## config.mk

```make
export PLATFORM = sky130hd
export DESIGN_NAME = instruction_encoder
export DESIGN_NICKNAME = d
export VERILOG_FILES = /design/src/rtl/instruction_encoder_pkg.sv /design/src/rtl/encoder_fifo.sv /design/src/rtl/instruction_encoder.sv
export SDC_FILE = /design/constraint.sdc
export NUM_CORES = 1
export LEC_CHECK = 0
export CAP_MARGIN = 20
export CORE_UTILIZATION = 30
export DETAILED_ROUTE_END_ITERATION = 16
export PLACE_DENSITY = 0.61
export SKIP_LAST_GASP = 1
export SYNTH_ARGS = -nofsm -noshare
export SYNTH_HDL_FRONTEND = slang
export SYNTH_HIERARCHICAL = 1
export SYNTH_SLANG_ARGS = --single-unit
```

## constraint.sdc

```tcl
create_clock -name clk -period 2.2 [get_ports clk]
set_input_delay 0.33 -clock clk [delete_from_list [all_inputs] [get_ports clk]]
set_output_delay 0.33 -clock clk [all_outputs]
set_load 0.02 [all_outputs]
```

## src/rtl/instruction_encoder_pkg.sv

```systemverilog
// Shared types and opcode constants for the instruction encoder and its FIFO.
// alu_decode() maps an ALU operation to its kind group and funct3/funct7 fields.
package instruction_encoder_pkg;

    typedef logic [31:0] data_t;
    typedef logic [31:0] instruction_t;

    typedef enum logic [2:0] {
        KIND_R,
        KIND_I,
        KIND_LOAD,
        KIND_S,
        KIND_U,
        KIND_AUIPC,
        KIND_B,
        KIND_HALT
    } encode_kind_t;

    typedef enum logic [4:0] {
        ALU_ADD,
        ALU_SUB,
        ALU_SLL,
        ALU_SLT,
        ALU_XOR,
        ALU_SRL,
        ALU_SRA,
        ALU_OR,
        ALU_AND,
        ALU_ADDI,
        ALU_SLTI,
        ALU_XORI,
        ALU_ORI,
        ALU_ANDI,
        ALU_SLLI,
        ALU_SRLI,
        ALU_SRAI,
        ALU_BEQ,
        ALU_BNE,
        ALU_BLT,
        ALU_BGE
    } alu_instruction_t;

    // Opcode classes; bit 6 of the final opcode comes from in_scalar.
    localparam logic [5:0] OPCODE_R     = 6'b110011;
    localparam logic [5:0] OPCODE_I     = 6'b010011;
    localparam logic [5:0] OPCODE_LOAD  = 6'b000011;
    localparam logic [5:0] OPCODE_S     = 6'b100011;
    localparam logic [5:0] OPCODE_U     = 6'b110111;
    localparam logic [5:0] OPCODE_AUIPC = 6'b010111;
    localparam logic [5:0] OPCODE_B     = 6'b101011;
    localparam logic [5:0] OPCODE_HALT  = 6'b001011;

    // Loads and stores are always word-width accesses.
    localparam logic [2:0] FUNCT3_WORD = 3'b010;
    localparam logic [6:0] FUNCT7_ALT  = 7'b0100000;

    typedef enum logic [1:0] {
        ALU_GROUP_R,
        ALU_GROUP_I,
        ALU_GROUP_B,
        ALU_GROUP_NONE
    } alu_group_t;

    typedef struct packed {
        alu_group_t  alu_group;
        logic [2:0]  funct3;
        logic [6:0]  funct7;
        logic        is_shift;
    } alu_info_t;

    function automatic alu_info_t alu_decode(input alu_instruction_t alu);
        alu_info_t info;
        info.alu_group = ALU_GROUP_NONE;
        info.funct3    = 3'b000;
        info.funct7    = 7'b0000000;
        info.is_shift  = 1'b0;
        case (alu)
            ALU_ADD:  begin info.alu_group = ALU_GROUP_R; info.funct3 = 3'b000; end
            ALU_SUB:  begin info.alu_group = ALU_GROUP_R; info.funct3 = 3'b000; info.funct7 = FUNCT7_ALT; end
            ALU_SLL:  begin info.alu_group = ALU_GROUP_R; info.funct3 = 3'b001; end
            ALU_SLT:  begin info.alu_group = ALU_GROUP_R; info.funct3 = 3'b010; end
            ALU_XOR:  begin info.alu_group = ALU_GROUP_R; info.funct3 = 3'b100; end
            ALU_SRL:  begin info.alu_group = ALU_GROUP_R; info.funct3 = 3'b101; end
            ALU_SRA:  begin info.alu_group = ALU_GROUP_R; info.funct3 = 3'b101; info.funct7 = FUNCT7_ALT; end
            ALU_OR:   begin info.alu_group = ALU_GROUP_R; info.funct3 = 3'b110; end
            ALU_AND:  begin info.alu_group = ALU_GROUP_R; info.funct3 = 3'b111; end
            ALU_ADDI: begin info.alu_group = ALU_GROUP_I; info.funct3 = 3'b000; end
            ALU_SLTI: begin info.alu_group = ALU_GROUP_I; info.funct3 = 3'b010; end
            ALU_XORI: begin info.alu_group = ALU_GROUP_I; info.funct3 = 3'b100; end
            ALU_ORI:  begin info.alu_group = ALU_GROUP_I; info.funct3 = 3'b110; end
            ALU_ANDI: begin info.alu_group = ALU_GROUP_I; info.funct3 = 3'b111; end
            ALU_SLLI: begin info.alu_group = ALU_GROUP_I; info.funct3 = 3'b001; info.is_shift = 1'b1; end
            ALU_SRLI: begin info.alu_group = ALU_GROUP_I; info.funct3 = 3'b101; info.is_shift = 1'b1; end
            ALU_SRAI: begin
                info.alu_group = ALU_GROUP_I;
                info.funct3    = 3'b101;
                info.funct7    = FUNCT7_ALT;
                info.is_shift  = 1'b1;
            end
            ALU_BEQ:  begin info.alu_group = ALU_GROUP_B; info.funct3 = 3'b000; end
            ALU_BNE:  begin info.alu_group = ALU_GROUP_B; info.funct3 = 3'b001; end
            ALU_BLT:  begin info.alu_group = ALU_GROUP_B; info.funct3 = 3'b100; end
            ALU_BGE:  begin info.alu_group = ALU_GROUP_B; info.funct3 = 3'b101; end
            default:  info.alu_group = ALU_GROUP_NONE;
        endcase
        return info;
    endfunction

endpackage

```

## src/rtl/encoder_fifo.sv

```systemverilog
// Two-entry FIFO of encoded words tagged with their program address.
// Push and pop may happen in the same cycle; contents clear on reset.
module encoder_fifo
    import instruction_encoder_pkg::*;
#(
    parameter int ADDR_WIDTH = 8
) (
    input  logic                  clk,
    input  logic                  reset,
    input  logic                  push,
    input  instruction_t          push_instruction,
    input  logic [ADDR_WIDTH-1:0] push_address,
    input  logic                  pop,
    output logic [1:0]            count,
    output instruction_t          head_instruction,
    output logic [ADDR_WIDTH-1:0] head_address
);

    logic [1:0]            count_reg;
    logic [1:0]            count_next;
    logic                  rd_ptr_reg;
    logic                  wr_ptr_reg;
    logic                  push_ok;
    logic                  pop_ok;
    instruction_t          entry_instruction [2];
    logic [ADDR_WIDTH-1:0] entry_address [2];

    assign pop_ok  = pop && (count_reg != 2'd0);
    assign push_ok = push && (count_reg != 2'd2);

    genvar gi;
    generate
        for (gi = 0; gi < 2; gi++) begin : g_entry
            instruction_t          instruction_reg;
            logic [ADDR_WIDTH-1:0] address_reg;

            always_ff @(posedge clk or negedge reset) begin
                if (!reset) begin
                    instruction_reg <= '0;
                    address_reg     <= '0;
                end else if (push_ok && (wr_ptr_reg == 1'(gi))) begin
                    instruction_reg <= push_instruction;
                    address_reg     <= push_address;
                end
            end

            assign entry_instruction[gi] = instruction_reg;
            assign entry_address[gi]     = address_reg;
        end
    endgenerate

    always_comb begin
        count_next = count_reg;
        if (push_ok && !pop_ok) begin
            count_next = count_reg + 2'd1;
        end else if (pop_ok && !push_ok) begin
            count_next = count_reg - 2'd1;
        end
    end

    always_ff @(posedge clk or negedge reset) begin
        if (!reset) begin
            count_reg  <= 2'd0;
            rd_ptr_reg <= 1'b0;
            wr_ptr_reg <= 1'b0;
        end else begin
            count_reg <= count_next;
            if (push_ok) begin
                wr_ptr_reg <= ~wr_ptr_reg;
            end
            if (pop_ok) begin
                rd_ptr_reg <= ~rd_ptr_reg;
            end
        end
    end

    assign count            = count_reg;
    assign head_instruction = entry_instruction[rd_ptr_reg];
    assign head_address     = entry_address[rd_ptr_reg];

endmodule

```

## src/rtl/instruction_encoder.sv

```systemverilog
// Encodes structured instruction requests into 32-bit words, tags each with a
// program address and streams them out through a 2-entry FIFO until HALT.
module instruction_encoder
    import instruction_encoder_pkg::*;
#(
    parameter int ADDR_WIDTH = 8
) (
    input  logic                  clk,
    input  logic                  reset,
    input  logic                  start,
    input  logic [ADDR_WIDTH-1:0] base_address,
    input  logic                  in_valid,
    output logic                  in_ready,
    input  encode_kind_t          in_kind,
    input  alu_instruction_t      in_alu,
    input  logic                  in_scalar,
    input  logic [4:0]            in_rd,
    input  logic [4:0]            in_rs1,
    input  logic [4:0]            in_rs2,
    input  data_t                 in_imm,
    output logic                  out_valid,
    input  logic                  out_ready,
    output instruction_t          out_instruction,
    output logic [ADDR_WIDTH-1:0] out_address,
    output logic                  done,
    output logic                  error
);

    localparam logic [1:0] ST_IDLE  = 2'd0;
    localparam logic [1:0] ST_RUN   = 2'd1;
    localparam logic [1:0] ST_DRAIN = 2'd2;
    localparam logic [1:0] ST_DONE  = 2'd3;

    logic [1:0]            state_reg;
    logic [1:0]            state_next;
    logic [ADDR_WIDTH-1:0] addr_reg;
    logic                  error_reg;

    alu_info_t             info;
    instruction_t          word;
    logic                  legal;
    logic                  imm_fits12;
    logic                  imm_fits13;
    logic                  accept;
    logic                  push;
    logic                  reject;
    logic                  start_ok;
    logic                  pop;
    logic [1:0]            fifo_count;
    instruction_t          head_instruction;
    logic [ADDR_WIDTH-1:0] head_address;

    assign imm_fits12 = (in_imm[31:11] == {21{in_imm[11]}});
    assign imm_fits13 = (in_imm[31:12] == {20{in_imm[12]}});

    always_comb begin
        info  = alu_decode(in_alu);
        word  = '0;
        legal = 1'b0;
        case (in_kind)
            KIND_R: begin
                legal = (info.alu_group == ALU_GROUP_R);
                word  = {info.funct7, in_rs2, in_rs1, info.funct3, in_rd, in_scalar, OPCODE_R};
            end
            KIND_I: begin
                if (info.is_shift) begin
                    // Shift amount is checked as unsigned, so negative values are rejected too.
                    legal = (info.alu_group == ALU_GROUP_I) && (in_imm <= 32'd31);
                    word  = {info.funct7, in_imm[4:0], in_rs1, info.funct3, in_rd, in_scalar, OPCODE_I};
                end else begin
                    legal = (info.alu_group == ALU_GROUP_I) && imm_fits12;
                    word  = {in_imm[11:0], in_rs1, info.funct3, in_rd, in_scalar, OPCODE_I};
                end
            end
            KIND_LOAD: begin
                legal = imm_fits12;
                word  = {in_imm[11:0], in_rs1, FUNCT3_WORD, in_rd, in_scalar, OPCODE_LOAD};
            end
            KIND_S: begin
                legal = imm_fits12;
                word  = {in_imm[11:5], in_rs2, in_rs1, FUNCT3_WORD, in_imm[4:0], in_scalar, OPCODE_S};
            end
            KIND_B: begin
                legal = (info.alu_group == ALU_GROUP_B) && imm_fits13 && !in_imm[0];
                word  = {in_imm[12], in_imm[10:5], in_rs2, in_rs1, info.funct3,
                         in_imm[4:1], in_imm[11], in_scalar, OPCODE_B};
            end
            KIND_U: begin
                legal = (in_imm[11:0] == 12'd0);
                word  = {in_imm[31:12], in_rd, in_scalar, OPCODE_U};
            end
            KIND_AUIPC: begin
                legal = (in_imm[11:0] == 12'd0);
                word  = {in_imm[31:12], in_rd, in_scalar, OPCODE_AUIPC};
            end
            KIND_HALT: begin
                legal = 1'b1;
                word  = {26'd0, OPCODE_HALT};
            end
            default: begin
                legal = 1'b0;
                word  = '0;
            end
        endcase
    end

    assign in_ready = (state_reg == ST_RUN) && (fifo_count < 2'd2);
    assign accept   = in_valid && in_ready;
    assign push     = accept && legal;
    assign reject   = accept && !legal;
    assign start_ok = start && ((state_reg == ST_IDLE) || (state_reg == ST_DONE));
    assign pop      = out_valid && out_ready;

    always_comb begin
        state_next = state_reg;
        case (state_reg)
            ST_IDLE, ST_DONE: begin
                if (start) begin
                    state_next = ST_RUN;
                end
            end
            ST_RUN: begin
                if (push && (in_kind == KIND_HALT)) begin
                    state_next = ST_DRAIN;
                end
            end
            ST_DRAIN: begin
                if (fifo_count == 2'd0) begin
                    state_next = ST_DONE;
                end
            end
            default: state_next = ST_IDLE;
        endcase
    end

    always_ff @(posedge clk or negedge reset) begin
        if (!reset) begin
            state_reg <= ST_IDLE;
            addr_reg  <= '0;
            error_reg <= 1'b0;
        end else begin
            state_reg <= state_next;
            if (start_ok) begin
                addr_reg  <= base_address;
                error_reg <= 1'b0;
            end else begin
                if (push) begin
                    addr_reg <= addr_reg + ADDR_WIDTH'(1);
                end
                if (reject) begin
                    error_reg <= 1'b1;
                end
            end
        end
    end

    encoder_fifo #(
        .ADDR_WIDTH (ADDR_WIDTH)
    ) u_fifo (
        .clk              (clk),
        .reset            (reset),
        .push             (push),
        .push_instruction (word),
        .push_address     (addr_reg),
        .pop              (pop),
        .count            (fifo_count),
        .head_instruction (head_instruction),
        .head_address     (head_address)
    );

    // Outputs read as zero whenever no word is queued.
    assign out_valid       = (fifo_count != 2'd0);
    assign out_instruction = out_valid ? head_instruction : '0;
    assign out_address     = out_valid ? head_address : '0;
    assign done            = (state_reg == ST_DONE);
    assign error           = error_reg;

endmodule

```

== After elaboration in Yosys (flattened, before gate mapping) ==
Cells that the tools add are included.

* Register bits after elaboration: 95
* Bits of input ports: 69
* Output and inout port bits: 44
* Word-level logic and storage cells: 130

* Add/subtract/negate cells: 3
* Magnitude comparators: 3
* Equality and inequality tests: 38
* Multiplexer cells: 26
* Bitwise logic cells: 3
* Reduce and logical (&&, ||, !) cells: 47

{| class="wikitable"
|+ Operators by type and width
! cell !! number
|-
| case mux 32 bit (8 select lines) || 1
|-
| 2-to-1 mux 32 bit || 5
|-
| 2-to-1 mux 8 bit || 6
|-
| == test 5 x 4 -> 1 bit, second input constant || 8
|-
| less-or-equal comparator 32 x 5 -> 1 bit, second input constant || 1
|-
| == test 5 bit, second input constant || 5
|-
| == test 20 bit || 1
|-
| == test 5 x 3 -> 1 bit, second input constant || 4
|-
| == test 19 bit || 1
|-
| case mux 3 bit (6 select lines) || 1
|-
| logical AND 1 bit || 17
|-
| == test 3 bit, second input constant || 4
|-
| logical NOT 12 bit || 1
|-
| case mux 2 bit (3 select lines) || 2
|-
| OR reduction 2 bit || 6
|-
| OR reduction 3 bit || 4
|-
| == test 5 x 2 -> 1 bit, second input constant || 2
|-
| 2-to-1 mux 2 bit || 5
|-
| OR reduction 9 bit || 1
|-
| adder 8 x 1 -> 8 bit, second input constant || 1
|-
| nonzero test 2 bit || 4
|-
| OR reduction 8 bit || 1
|-
| == test 2 bit, second input constant || 3
|-
| == test 3 x 2 -> 1 bit, second input constant || 2
|-
| other kinds (22) || 34
|}

== Longest topological paths before layout ==
Gate-level depths: netlist of the first run.

* Word-level depth: 13
* Gate-level depth with buffers: 12
* Depth with buffers taken out: 12

== Hierarchy ==
Netlist of the first run, hierarchy kept.

{| class="wikitable"
|+ By module, submodules not included
! module !! instances !! cells an instance !! area each (um^2) !! seq. area each (um^2)
|-
| encoder_fifo || 1 || 231 || 4066.4 || 2102.0
|-
| instruction_encoder || 1 || 287 || 2019.4 || 275.3
|}

== Worst setup path after synthesis of the first run ==
No wires, ideal clock.

* Kind: input to register
* Start point: in in_imm[22]
* End point: reg u_fifo.g_entry[1].address_reg[0]
* Setup time: 125 ps
* Arrival time: 2779 ps
* Data required time: 2075 ps
* Setup slack: -704 ps
* Stages on the path: 9
* Buffers on the path: 2
* Path through: or4_1 -> or4_1 -> a221oi_2 -> a32oi_2 -> a21oi_4 -> and3_4 -> buf_6 -> buf_12 -> mux2_4

* Cells in the longest elaborated chain, start to end: 7
* Elaborated cells on any way between the ends: 12
* Classes of those cells: order compare: 1; eq/ne: 2; mux: 2; reduce/logical: 7

{| class="wikitable"
|+ Ends and longest elaborated chain
! element !! line !! RTL
|-
| start, declared || instruction_encoder.sv:20 || <nowiki>input data_t in_imm,</nowiki>
|-
| less-or-equal comparator 32 x 5 -> 1 bit (tied with other cells) || instruction_encoder.sv:68 || <nowiki>legal = (info.alu_group == ALU_GROUP_I) && (in_imm <= 32'd31);</nowiki>
|-
| logical AND 1 bit, on equally long branches || instruction_encoder.sv:68, instruction_encoder.sv:71, instruction_encoder.sv:84 ||
|-
| 2-to-1 mux 1 bit or logical AND 1 bit (tied branches) || instruction_encoder.sv:66, instruction_encoder.sv:84 ||
|-
| case mux 1 bit (6 select lines) * || instruction_encoder.sv:60 || <nowiki>case (in_kind)</nowiki>
|-
| logical AND 1 bit * || instruction_encoder.sv:109 || <nowiki>assign push = accept && legal;</nowiki>
|-
| via push || instruction_encoder.sv:45 || <nowiki>logic push;</nowiki>
|-
| logical AND 1 bit * || encoder_fifo.sv:29 || <nowiki>assign push_ok = push && (count_reg != 2'd2);</nowiki>
|-
| logical AND 1 bit * || encoder_fifo.sv:41 || <nowiki>end else if (push_ok && (wr_ptr_reg == 1'(gi))) begin</nowiki>
|-
| end signal, assigned || encoder_fifo.sv:43 || <nowiki>address_reg <= push_address;</nowiki>
|-
| end, declared || encoder_fifo.sv:35 || <nowiki>logic [ADDR_WIDTH-1:0] address_reg;</nowiki>
|}

The timed path passes the listed nets; every way through them passes the cells marked *.
A chain may end at the register's enable or synchronous reset.

== Worst setup path after layout of the first run ==
* Start point: in in_imm[22]
* End point: reg u_fifo.g_entry[1].instruction_reg[12]

* Cells in the longest elaborated chain, start to end: 7
* Elaborated cells on any way between the ends: 12
* Classes of those cells: order compare: 1; eq/ne: 2; mux: 2; reduce/logical: 7

{| class="wikitable"
|+ Ends and longest elaborated chain
! element !! line !! RTL
|-
| less-or-equal comparator 32 x 5 -> 1 bit (tied with other cells) || instruction_encoder.sv:68 ||
|-
| logical AND 1 bit, on equally long branches || instruction_encoder.sv:68, instruction_encoder.sv:71, instruction_encoder.sv:84 ||
|-
| 2-to-1 mux 1 bit or logical AND 1 bit (tied branches) || instruction_encoder.sv:66, instruction_encoder.sv:84 ||
|-
| case mux 1 bit (6 select lines) * || instruction_encoder.sv:60 ||
|-
| logical AND 1 bit * || instruction_encoder.sv:109 ||
|-
| via push || instruction_encoder.sv:45 ||
|-
| logical AND 1 bit * || encoder_fifo.sv:29 ||
|-
| logical AND 1 bit * || encoder_fifo.sv:41 ||
|-
| end signal, assigned || encoder_fifo.sv:42 || <nowiki>instruction_reg <= push_instruction;</nowiki>
|-
| end, declared || encoder_fifo.sv:34 || <nowiki>instruction_t instruction_reg;</nowiki>
|}

Marks and branches as above.

==> flow_metrics.env, run 1 <==
export IMPL_outcome="finished, violations left"
export IMPL_violations="negative setup slack"
export IMPL_power_switching_mw=3.228
export IMPL_design_area_mm2=0.008991
export IMPL_cts_made_buffers=9
export IMPL_area_growth_pct=47.74
export IMPL_rsz0062_at_grt="yes"
export IMPL_placed_cells=950
export IMPL_yosys_top_cells_area="dfrtp_1 39%, mux2_4 20%, mux2_2 5.4%"
export IMPL_place_ws_ps=-1267
export IMPL_multi_input_comb_area_mm2=0.003666
export IMPL_htree_num_levels=3
export IMPL_finalHoldWorstSlack_ps=414.9
export IMPL_pwr_share_clk_pct=18.7
export IMPL_core_area_mm2=0.01965
export IMPL_synth_edff_count=0
export IMPL_start_util_pct=30.97
export IMPL_tightest_slew_ps=589.2
export IMPL_final_common_cell="dfrtp_1"
export IMPL_fin_skew_ps=8.271
export IMPL_io_pins=113
export IMPL_max_freq_ghz=0.3461
export IMPL_crit_arrival_ps=3130
export IMPL_seq_area_mm2=0.002379
export IMPL_firstDrtPassIters=5
export IMPL_fin_nets=806
export IMPL_syn_area_mm2=0.006086
export IMPL_seqPwrFrac_pct=32.7
export IMPL_grt_max_degree=60
export IMPL_clk_pin_slew_ps=70
export IMPL_wl_per_cell_um=18.79
export IMPL_period_needed_ps=2889
export IMPL_ir_drop_mv=0.4803
export IMPL_yosys_warnings=6
export IMPL_mostFrequentLayoutCells="94 x dfrtp_1, 82 x buf_4, 81 x mux2_4"
export IMPL_path_class="in -> reg"
export IMPL_clk_latency_ps=360
export IMPL_critPathMaxFanout=7
export IMPL_syn_area_per_cell_um2=11.75
export IMPL_avgViaCountPerCell=5.028
export IMPL_clk_path_buf_depth=2
export IMPL_final_setup_tns_ps=-47220
export IMPL_fin_cells=1001
export IMPL_drt_total_wl_mm=18.81
export IMPL_placed_area_mm2=0.008029
export IMPL_synth_top_cell_area_share_pct=39.06
export IMPL_rows=51
export IMPL_grt_pass1_wl_mm=29.45
export IMPL_drive_gt1_share_pct=40.68
export IMPL_die_y_um=144.4
export IMPL_setup_worst_path_start="in_imm[22]"
export IMPL_hold_start="in_imm[6]"
export IMPL_synth_area_leader_cell="dfrtp_1"
export IMPL_final_hold_viol_count=0
export IMPL_p_per_area_mw_per_mm2=1023
export IMPL_ys_seq_elements=95
export IMPL_hp_class="in -> reg"
export IMPL_gp_congestion=0.9199
export IMPL_cts_root_buf="clkbuf_16"
export IMPL_fillers=1844
export IMPL_timing_final_crit_share_pct=131.3
export IMPL_worstSetupEndpointType="flop"
export IMPL_port_buffers=112
export IMPL_syn_inst=518
export IMPL_pwr_share_comb_pct=48.6
export IMPL_start_kind="input port"
export IMPL_synthArstFlopShare_pct=100.0
export IMPL_grt_remaining_overflow=0
export IMPL_ys_types=65
export IMPL_drtAntennaViolNets=0
export IMPL_dr_total_vias=5033
export IMPL_cts_sinks=95
export IMPL_leakage_nw=4.248
export IMPL_worst_slack_ps=-689.2
export IMPL_die_area_mm2=0.02086
export IMPL_worst_ep_required_time_ps=2440
export IMPL_drv_cap=0
export IMPL_synth_flop_cell="dfrtp_1"
export IMPL_yosysSeqAreaShare_pct=39.06
export IMPL_drv_slew=0
export IMPL_setup_viol=88
export IMPL_grt_pass1_vias=5356
export IMPL_largest_reg_flops=64
export IMPL_p_sw_share_pct=35.11
export IMPL_die_x_um=144.4
export IMPL_rr_startpoint="state_reg[1]"
export IMPL_place_hpwl_mm=13.06
export IMPL_track_usage_pct=18.77
export IMPL_slew_headroom_pct=60.31
export IMPL_antenna_found_initial=0
export IMPL_cts_tree="done"
export IMPL_drcViolationCount=0
export IMPL_intPower_mw=5.967
export IMPL_drt_initial_drc_count=302
[metrics by stage]
stage | total power, mW | util, %
floorplan | 5.712 | -
global placement | 7.427 | 40.85
detailed placement | 7.540 | 40.85
CTS | 9.154 | 44.78
global route | 9.723 | 45.73
finish | 9.195 | 45.75
[layout make-up]
cell class | instances | area share [%]
clock inverter | 7 | 1.058
tap | 265 | 3.688
multi-input combinational | 383 | 40.77
clock buffer | 9 | 2.505
sequential | 95 | 26.45
timing repair buffer | 230 | 25.03
inverter | 11 | 0.4592
antenna | 1 | 0.02783
[repair_timing]
action / in CTS / in global routing
gates resized for setup: 115 / 64
endpoints found under the setup margin: 135 / 93
endpoints found under the hold margin: 36 / 0
hold buffers: 1 / 0
cloned: 5 / 0
pin swaps: 20 / 30
setup buffers: 26 / 17
[critical path: stages]
cell and delay, ps:
buf_6 90, or4_4 550, or2_4 250, or3_4 390
o211a_4 270, a21oi_4 180, buf_6 120, buf_6 80
and3_4 190, buf_12 120, buf_16 120, buf_12 130
mux2_4 300
[power by group through the flow]
stage               clock, mW  combinational [mW]  sequential (mW)
global placement            0                4.47             2.96
CTS                      1.77                4.40             2.99
floorplan                   0                2.86             2.85
detailed placement          0                4.54             3.00
global route             1.82                4.80             3.11
finish                   1.72                4.46             3.01
[cells by family (layout without fill, tap and decap cells)]
group,count (synthesis),count (layout),share of synthesized area (%)
and+or+nand+nor,141,141,13.30
adders and majority gates,7,7,1.439
DFF,95,95,39.06
muxes,130,130,28.80
other,1,5,0.06162
buffers and inverters,43,257,5.140
xor gates and xnor gates,13,13,1.871
AOI/OAI and AO/OA,88,88,10.32
[per-layer routing]
metal	GRT usage (%)	up-vias	routed length [um]
li1	-	2312	-
met1	24.61	2509	8221
met2	31.30	181	9206
met3	2.781	31	975
met4	6.648	0	401
met5	0	-	0
[path summary, 6_finish.rpt]
check / to / slack, ps / cells past startpoint
worst max-delay path: u_fifo/g_entry[1].instruction_reg[12] / -690 / 13
worst min-delay path: u_fifo/g_entry[1].instruction_reg[26] / 410 / 3
worst max register to register: u_fifo/g_entry[1].instruction_reg[1] / -70 / 12
worst min register to register: error / 510 / 1
max in group asynchronous: u_fifo/rd_ptr_reg / 1000 / 3
min in group asynchronous: u_fifo/g_entry[0].instruction_reg[12] / 480 / 2
[synth_stat cells (all sizes together), types with 9 or more instances]
cell type,n
and2,44
inv,9
mux2,121
nor2,27
o21ai,17
dfrtp,95
nand4,9
a22o,11
buf,15
clkbuf,17
nand2,15
mux2i,9
a22oi,11
a21oi,23
Note: power is estimated with default switching activity, not from simulation.
==> run 2, diff against run 1 <==
- PLACE_DENSITY: 0.61 -> 0.52
==> run 2 against run 1 <==
The run still ends with negative setup slack left. Die area stayed put. Worst setup slack better by 150 ps. Global-route usage is 0.39 points higher. Combinational power is 3% higher. Non-clock buffer count is 5 higher. Clock skew is 2.7 ps higher. Clock power is 5% lower.
==> flow_metrics.env, run 2 (same netlist as run 1, synthesis figures left out) <==
export IMPL_p_per_area_mw_per_mm2=1014
export IMPL_finalHoldWorstSlack_ps=395.3
export IMPL_gp_congestion=0.8371
export IMPL_drv_slew=0
export IMPL_cts_sinks=95
export IMPL_design_area_mm2=0.009111
export IMPL_place_hpwl_mm=12.77
export IMPL_htree_num_levels=3
export IMPL_io_pins=113
export IMPL_track_usage_pct=19.16
export IMPL_cts_made_buffers=9
export IMPL_min_delay_path_depth=3
export IMPL_cts_root_buf="clkbuf_16"
export IMPL_path_class="in -> reg"
export IMPL_hold_start="in_imm[27]"
export IMPL_worst_ep_required_time_ps=2440
export IMPL_ir_drop_mv=0.3506
export IMPL_avgViaCountPerCell=4.926
export IMPL_timing_final_crit_share_pct=124.3
export IMPL_worstSetupEndpointType="flop"
export IMPL_cts_tree="done"
export IMPL_setup_viol=92
export IMPL_tightest_slew_ps=618.9
export IMPL_start_util_pct=30.97
export IMPL_leakage_nw=4.291
export IMPL_mostFrequentLayoutCells="93 x dfrtp_1, 81 x mux2_4, 77 x buf_4"
export IMPL_fin_nets=811
export IMPL_crit_arrival_ps=2970
export IMPL_clk_pin_slew_ps=70
export IMPL_firstDrtPassIters=5
export IMPL_rows=51
export IMPL_antenna_found_initial=1
export IMPL_die_area_mm2=0.02086
export IMPL_port_buffers=112
export IMPL_critPathMaxFanout=5
export IMPL_reg2reg_slack_ps=50
export IMPL_r2r_cells=10
export IMPL_clk_latency_ps=360
export IMPL_violations="negative setup slack"
export IMPL_grt_pass1_vias=5167
export IMPL_grt_remaining_overflow=0
export IMPL_die_x_um=144.4
export IMPL_fin_skew_ps=11.00
export IMPL_placed_area_mm2=0.007979
export IMPL_drv_cap=0
export IMPL_fin_cells=1007
export IMPL_final_hold_viol_count=0
export IMPL_die_y_um=144.4
export IMPL_rsz0062_at_grt="yes"
export IMPL_outcome="finished, violations left"
export IMPL_drive_gt1_share_pct=41.08
export IMPL_rr_startpoint="state_reg[1]"
export IMPL_dr_total_vias=4960
export IMPL_max_freq_ghz=0.3656
export IMPL_drtAntennaViolNets=0
export IMPL_slew_headroom_pct=58.30
export IMPL_worst_slack_ps=-535.0
export IMPL_period_needed_ps=2735
export IMPL_area_growth_pct=49.71
export IMPL_hp_class="in -> reg"
export IMPL_worst_r2r_endpoint="u_fifo/g_entry[1].address_reg[4]"
export IMPL_grt_max_degree=62
export IMPL_whs_endpoint="u_fifo/g_entry[1].instruction_reg[27]"
export IMPL_start_kind="input port"
export IMPL_wl_per_cell_um=19.40
export IMPL_clk_path_buf_depth=2
export IMPL_final_common_cell="dfrtp_1"
export IMPL_grt_pass1_wl_mm=29.53
export IMPL_drt_initial_drc_count=287
export IMPL_largest_reg_flops=64
export IMPL_drcViolationCount=0
export IMPL_drt_total_wl_mm=19.54
export IMPL_core_area_mm2=0.01965
export IMPL_placed_cells=945
==> run 2: cell types whose count changed in the layout (fill, tap and decap cells not counted), moves of 3 or more <==
cell             change
buf_16               +4
buf_4                -5
buf_8                +3
clkbuf_2             +8
clkdlybuf4s15_1      +7
dlygate4sd2_1       -17
dlymetal6s2s_1       +5
==> run 2: timing repair <==
| action | 4_1_cts | 5_1_grt |
|---|---|---|
| setup buffers | 21 | 17 |
| endpoints found under the setup margin | 135 | 125 |
| pin swaps | 20 | 24 |
| hold buffers | 1 | 0 |
| resized for setup | 126 | 67 |
| hold endpoints to repair | 34 | 0 |
| cloned | 12 | 3 |
==> run 2: area by class of cell <==
cell class / count / area (um2)
clock buffer: 11 / 242.7
tap: 265 / 331.6
fill: 1895 / 10540
inverter: 11 / 41.29
sequential: 95 / 2380
multi-input combinational: 383 / 3607
antenna: 2 / 5.005
timing repair buffer: 235 / 2446
clock inverter: 5 / 57.56
==> run 2: metal layers <==
metal | up-vias | GRT usage, % | wire length, um
li1 | 2322 | - | -
met1 | 2449 | 26.49 | 9237
met2 | 169 | 30.11 | 8723
met3 | 20 | 4.106 | 1345
met4 | 0 | 5.042 | 231
met5 | - | 0 | 0
==> run 2: power by group <==
group	internal [mW]	leakage [nW]	switching (mW)
combinational	2.59	2.91	2.00
clock	0.916	0.150	0.724
sequential	2.48	1.23	0.527
total	5.99	4.29	3.25
==> run 2: worst max-delay path by stage <==
stage | from | end | slack (ps) | depth (start not counted)
5_1_grt | in_imm[25] | u_fifo/g_entry[1].address_reg[1] | -580 | 12
4_1_cts | in_imm[22] | u_fifo/g_entry[1].address_reg[4] | -670 | 12
2_1_floorplan | in_imm[22] | u_fifo/g_entry[1].address_reg[0] | -680 | 9
6_report | in_imm[25] | u_fifo/g_entry[1].address_reg[4] | -530 | 12
3_3_place_gp | in_imm[22] | u_fifo/g_entry[0].instruction_reg[22] | -1230 | 9
3_5_place_dp | in_imm[22] | u_fifo/g_entry[0].instruction_reg[9] | -1270 | 9
==> run 2: metrics by stage <==
step / util [%] / worst slack (ps) / TNS [ps] / total power, mW
6_report: 46.36 / -535.0 / -38210 / 9.234
5_1_grt: 46.33 / -584.2 / -43550 / 9.787
4_1_cts: 45.73 / -669.9 / -51940 / 9.004
3_5_place_dp: 40.60 / -1270 / -109120 / 7.448
3_3_place_gp: 40.60 / -1226 / -105920 / 7.370
2_1_floorplan: - / -676.9 / -55400 / 5.712
==> run 2: critical path, stage by stage <==
cell and delay, ps:
clkdlybuf4s15_2 210, or4_4 420, or2_1 250, or3_4 380
o211a_4 250, a21oi_4 180, buf_6 110, and3_4 190
buf_6 110, buf_6 120, buf_12 130, mux2_4 300
==> run 3, diff against run 2 <==
- CAP_MARGIN: 20 -> 25
==> results of run 3 <==
No change in the layout: final DEF, timing and power equal those of run 2.
